File: src/rtl/pipe_stage_elastic.sv
// Elastic valid/ready pipeline register between core stages, with an optional two-entry skid
// buffer and an all-zero control word (bubble) whenever the head slot is empty.
module pipe_stage_elastic #(
    parameter int unsigned DATA_W      = 160,
    parameter int unsigned CTRL_W      = 24,
    parameter bit          SKID        = 1'b1,
    parameter bit          CLR_ON_FLSH = 1'b0
) (
    input  logic              clk,
    input  logic              rst,
    input  logic              flush,
    input  logic              in_valid,
    output logic              in_ready,
    input  logic [DATA_W-1:0] in_data,
    input  logic [CTRL_W-1:0] in_ctrl,
    output logic              out_valid,
    input  logic              out_ready,
    output logic [DATA_W-1:0] out_data,
    output logic [CTRL_W-1:0] out_ctrl,
    output logic [1:0]        occupancy
);

    logic              main_v_q, main_v_d;
    logic [DATA_W-1:0] main_data_q, main_data_d;
    logic [CTRL_W-1:0] main_ctrl_q, main_ctrl_d;
    logic              skid_v_q, skid_v_d;
    logic [DATA_W-1:0] skid_data_q, skid_data_d;
    logic [CTRL_W-1:0] skid_ctrl_q, skid_ctrl_d;

    logic accept;
    logic consume;

    // With the skid buffer, in_ready comes straight from a flop: no path from out_ready.
    assign in_ready = SKID ? !skid_v_q : (!main_v_q || out_ready);
    assign accept   = in_valid && in_ready;
    assign consume  = main_v_q && out_ready;

    always_comb begin
        main_v_d    = main_v_q;
        main_data_d = main_data_q;
        main_ctrl_d = main_ctrl_q;
        skid_v_d    = skid_v_q;
        skid_data_d = skid_data_q;
        skid_ctrl_d = skid_ctrl_q;
        if (flush) begin
            main_v_d = 1'b0;
            skid_v_d = 1'b0;
            if (CLR_ON_FLSH) begin
                main_data_d = '0;
                main_ctrl_d = '0;
                skid_data_d = '0;
                skid_ctrl_d = '0;
            end
        end else if (SKID) begin
            if (!main_v_q || consume) begin
                // Skid entry is older than anything on the input, so it moves up first.
                if (skid_v_q) begin
                    main_v_d    = 1'b1;
                    main_data_d = skid_data_q;
                    main_ctrl_d = skid_ctrl_q;
                    skid_v_d    = 1'b0;
                end else begin
                    main_v_d = accept;
                    if (accept) begin
                        main_data_d = in_data;
                        main_ctrl_d = in_ctrl;
                    end
                end
            end else if (accept) begin
                skid_v_d    = 1'b1;
                skid_data_d = in_data;
                skid_ctrl_d = in_ctrl;
            end
        end else begin
            if (accept) begin
                main_v_d    = 1'b1;
                main_data_d = in_data;
                main_ctrl_d = in_ctrl;
            end else if (consume) begin
                main_v_d = 1'b0;
            end
        end
    end

    always_ff @(posedge clk or posedge rst) begin
        if (rst) begin
            main_v_q    <= 1'b0;
            main_data_q <= '0;
            main_ctrl_q <= '0;
            skid_v_q    <= 1'b0;
            skid_data_q <= '0;
            skid_ctrl_q <= '0;
        end else begin
            main_v_q    <= main_v_d;
            main_data_q <= main_data_d;
            main_ctrl_q <= main_ctrl_d;
            skid_v_q    <= skid_v_d;
            skid_data_q <= skid_data_d;
            skid_ctrl_q <= skid_ctrl_d;
        end
    end

    assign out_valid = main_v_q;
    assign out_data  = main_data_q;
    assign out_ctrl  = main_v_q ? main_ctrl_q : '0;
    assign occupancy = 2'(main_v_q) + 2'(skid_v_q);

    a_skid_implies_main: assert property (@(posedge clk) disable iff (rst) skid_v_q |-> main_v_q);

endmodule

File: config.mk
export PLATFORM = sky130hd
export DESIGN_NAME = pipe_stage_elastic
export DESIGN_NICKNAME = d
export VERILOG_FILES = /design/src/rtl/pipe_stage_elastic.sv
export SDC_FILE = /design/constraint.sdc
export NUM_CORES = 1
export LEC_CHECK = 0
export ABC_AREA = 0
export BUFFER_PORTS_ARGS = -buffer_cell sky130_fd_sc_hd__buf_2
export CAP_MARGIN = 20
export CORE_MARGIN = 2
export CORE_UTILIZATION = 51
export CTS_BUF_LIST = sky130_fd_sc_hd__clkbuf_8
export DETAILED_ROUTE_END_ITERATION = 8
export PLACE_DENSITY = 0.79
export SYNTH_ARGS = -nofsm -noshare
export SYNTH_HDL_FRONTEND = slang
export SYNTH_SLANG_ARGS = --single-unit
File: constraint.sdc
create_clock -name clk -period 10.9 [get_ports clk]
set_input_delay 0.545 -clock clk [delete_from_list [all_inputs] [get_ports clk]]
set_output_delay 0.545 -clock clk [all_outputs]
set_load 0.03 [all_outputs]
# [After elaboration in Yosys (flattened, before gate mapping)]
# Cells that the tools add are included.
[word_totals] register_bits=370 inputBits=189 out_inout_bits=188
[op_classes] add_sub_neg=1 mux=11 bitwise_logic=2 reduce_logical=10
[ops] op="2-to-1 mux 160 bit" n=2
[ops] op="2-to-1 mux 24 bit" n=3
[ops] op="2-to-1 mux 1 bit" n=6
[ops] op="AND reduction 3 bit" n=2
[ops] op="nonzero test 2 bit" n=2
[ops] op="nonzero test 3 bit" n=1
[ops] op="adder 1 x 1 -> 2 bit" n=1
[ops] op="logical AND 1 bit" n=2
[ops] op="logical NOT 1 bit" n=2
[ops] op="NOT 1 bit" n=2
[ops] op="logical OR 1 bit" n=1

# [Longest topological paths before layout]
[logic_depth] word_depth=5 mapped_depth=6 depth_no_buf=3

# [Worst setup path after synthesis]
# No wires, ideal clock.
[synth_path] kind="register -> register" from="reg main_v_q (netlist: out_valid)" to="reg main_data_q[100] (netlist: out_data[100])" setup_time_ps=125 t_arrival_ps=1609 required_ps=10775 path_slack_ps=9166 stages_incl_launch_ff=6 n_path_buf=2 cell_sequence="dfrtp_1 nor2b_4 nor3_4 buf_6 buf_6 mux2_4"
[synth_via] elab_chain_cells=3
[synth_lines] item="start, declared" line="23" text="logic main_v_q, main_v_d;"
[synth_lines] item="start signal, assigned" line="94" text="main_v_q <= main_v_d;"
[synth_lines] item="logical NOT 1 bit / logical AND 1 bit (equally long branches)" line="55, 36"
[synth_lines] item="logical OR 1 bit *" line="55" text="if (!main_v_q || consume) begin"
[synth_lines] item="AND reduction 3 bit (no source line) *"
[synth_lines] item="end signal, assigned" line="95" text="main_data_q <= main_data_d;"
[synth_lines] item="end, declared" line="24" text="logic [DATA_W-1:0] main_data_q, main_data_d;"
# Every way passes the cells marked *; elsewhere a longest branch is shown, timed or not.
# A chain may end at the register's enable or synchronous reset.

# [Worst setup path in the final report]
[layout_path] from="reg skid_v_q" to="reg skid_data_q[73]"
[layout_via] elab_chain_cells=3
[layout_lines] item="start, declared" line="26" text="logic skid_v_q, skid_v_d;"
[layout_lines] item="start signal, assigned" line="97" text="skid_v_q <= skid_v_d;"
[layout_lines] item="logical NOT 1 bit" line="34" text="assign in_ready = SKID ? !skid_v_q : (!main_v_q || out_ready);"
[layout_lines] item="logical AND 1 bit" line="35" text="assign accept = in_valid && in_ready;"
[layout_lines] item="AND reduction 3 bit (no source line)"
[layout_lines] item="end signal, assigned" line="98" text="skid_data_q <= skid_data_d;"
[layout_lines] item="end, declared" line="27" text="logic [DATA_W-1:0] skid_data_q, skid_data_d;"
# Every way passes these cells.

==> results by group <==
STA
  • Period utilization: 34.99%
  • Top achievable clock speed: 262.2 MHz
  • Final Critical Period: 3.814 ns
  • Final hold vios: 0
  • Final setup TNS: 0 ns
  • Finish-stage setup viols: 0
  • Final Skew: 0.01167 ns
  • Fin. max-slew vios: 0
  • Worst slew pin tran: 1.121 ns
  • Slew margin rel.: 25.24%
  • RSZ-0062 raised after global routing: no

Routing
  • DRT Wirelength: 36300 um
  • Routed len/inst: 19.12 um
  • Iteration-0 DRC Markers: 415
  • DR vias/cell: 5.175
  • 1st-pass router iterations: 5
  • # DRC: 0
  • Antenna viol nets, final: 0
  • Vias: 9822

GRT
  • GRT Util Overall: 20.81%
  • Global-route wire length before repair: 58560 um
  • Vias in the first global route: 10740
  • Largest net degree at the start of global routing: 158
  • Initial antenna violation count: 8
  • GR Overflow Total: 0

Placed design
  • Placed insts: 1786
  • Port buffer count: 376
  • Final HPWL DP: 23840 um
  • GP Congestion: 0.7409

Yosys
  • #FFs+latches synth: 370
  • Async S/R FF share, synth: 100.0%
  • YS warnings: 0
  • Mapped Area: 17010 sq um
  • Mapped Avg Cell Area: 16.68 sq um
  • Ys flop type: dfrtp_1
  • Syn nets: 1210
  • Post-synthesis cell type count: 17
  • Post-synth EDFFs: 0
  • Post-synthesis sequential area ratio: 54.42%
  • Post-Synthesis Cells: 1020

CTS
  • Post-CTS Resized: 0
  • CTS tree: done
  • Post-CTS setup buffer count: 0
  • Hold-fix buffers, CTS: 0
  • Root Buffer: clkbuf_8
  • Clock Sink Count: 370
  • Clk Latency, worst-skew pair: 0.60 ns
  • Reg clk slew, reported paths: 0.06 ns
  • Inserted Clock Buffers: 60
  • Max Root-Sink Buffers: 3
  • H-tree level count: 2

Final layout
  • Fin nets: 1597
  • Synth-to-Final Area Change: 19.10%
  • Commonest non-fill, non-tap cell in the layout: buf_2
  • Share of cells above drive strength 1: 67.61%
  • Most frequent cells in the layout: 376 x buf_2, 369 x dfrtp_1, 304 x mux2_2
  • Layout Cells excl Fill: 1898

Die
  • Ports: 377
  • Num rows: 66
  • Starting density of the core: 52.03%
  • Chip height: 186.7 um
  • Horiz. Die Dim: 186.7 um
  • Area of the die: 34840 sq um
  • Core area: 32700 sq um

Setup path
  • Critical path capture point type: flip-flop
  • CP Cell Sequence: nor2_1 -> nand3_4 -> buf_4 -> buf_4 -> mux2_4
  • CP Max Fanout: 56
  • CP Class: flip-flop to flip-flop
  • Number of buffers and inverters on the critical path: 2
  • Worst setup SP type: flip-flop
  • RR Startpoint: skid_v_q
  • Delay-heaviest family, CP: buffers and inverters
  • R2R depth: 5
  • RR Endpoint: skid_data_q[73]
  • Crit path depth: 5
  • Max incr delay on CP: 0.91 ns
  • CP Capture Point: skid_data_q[73]
  • CP required: 11.37 ns
  • Reg2reg setup slack: 7.09 ns
  • CP arrival: 4.28 ns
  • Most used cell, CP: buf_4
  • Worst setup path start: skid_v_q
  • CP max stage cell: dfrtp_4

Power
  • Clock share of power: 29.9%
  • Net Switching: 0.001186 W
  • Register share of total power: 46.1%
  • Worst VDD drop: 0.1611 mV
  • Sw frac: 29.61%
  • P_int: 0.002819 W
  • Power share of the combinational group: 24.1%
  • Leak: 10.01 nW
  • Pwr/cell area: 197.7 nW/um^2

Job
  • Number of max-cap violations: 0

Status
  • Status: complete, no violations

Worst hold path
  • Hold/Removal Path Class: input pin to async pin
==> cells by family (layout without fill, tap and decap cells) <==
| logic type | Yosys count | after routing | synth area share [%] |
|---|---|---|---|
| muxes | 552 | 552 | 40.95 |
| DFF | 370 | 370 | 54.42 |
| buffers and inverters | 65 | 496 | 3.258 |
| and+or+nand+nor | 31 | 31 | 1.272 |
| adders and majority gates | 1 | 1 | 0.07353 |
| AOI/OAI and AO/OA | 1 | 1 | 0.02939 |
| other | 0 | 5 | 0 |
==> sequential cells by signal, summed over array words and instances (netlist names) <==
signal and count:
skid_v_q 1, out_valid 1, skid_ctrl_q 24, out_data 160, main_ctrl_q 24, skid_data_q 160
==> stage by stage <==
step	cell area, sq um	hold WS [ns]	util (%)	worst slack [ns]	power, W
5_1_grt	20260	0.1324	61.96	6.898	0.004202
3_3_place_gp	19010	0.4628	58.13	7.059	0.002792
4_1_cts	20220	0.1122	61.84	7.048	0.004051
6_report	20260	0.1227	61.96	7.086	0.004005
2_1_floorplan	17010	0.4489	-	0.08114	0.002548
3_5_place_dp	19010	0.4696	58.13	7.084	0.002829
==> per-layer routing <==
layer / global-route usage, % / part of all wire [%]
met5: 0 / 0.12
met4: 8.150 / 2.9
met3: 5.379 / 5.8
met2: 34.24 / 49
met1: 26.43 / 42
==> synthesized netlist by cell type, types with 2 or more instances <==
master	count	area, sq um
mux2_2	304	3423
mux2_1	48	540.5
mux2_4	200	3003
buf_6	38	427.9
nor2_1	2	7.510
clkbuf_1	5	18.77
and2_1	24	150.1
buf_2	20	100.1
inv_1	2	7.510
dfrtp_1	370	9259
==> how the worst min path moves through the flow <==
stage	end	cells past startpoint
floorplan	main_ctrl_q[0]	1
global placement	main_ctrl_q[3]	1
detailed placement	out_data[64]	1
CTS	skid_v_q	2
global route	skid_ctrl_q[8]	2
finish	out_data[27]	2
==> power groups by stage <==
stage	Combinational (W)	Sequential [W]	Clock, W
after CTS	0.000973	0.00184	0.00123
after floorplan	0.000500	0.00205	0
after global routing	0.00102	0.00188	0.00130
after detailed placement	0.000971	0.00186	0
final	0.000964	0.00185	0.00120
after global placement	0.000946	0.00185	0
==> cell type report <==
type	instances	area, sq um
multi-input cells	585	7201
clock buffers	78	1074
inverters	2	15.01
fillers	2463	12440
repair buffers	388	2004
clock inverters	28	141.4
diodes	5	12.51
well taps	442	553.0
flip-flops and latches	370	9263
Power figures use the tool's default switching activity.
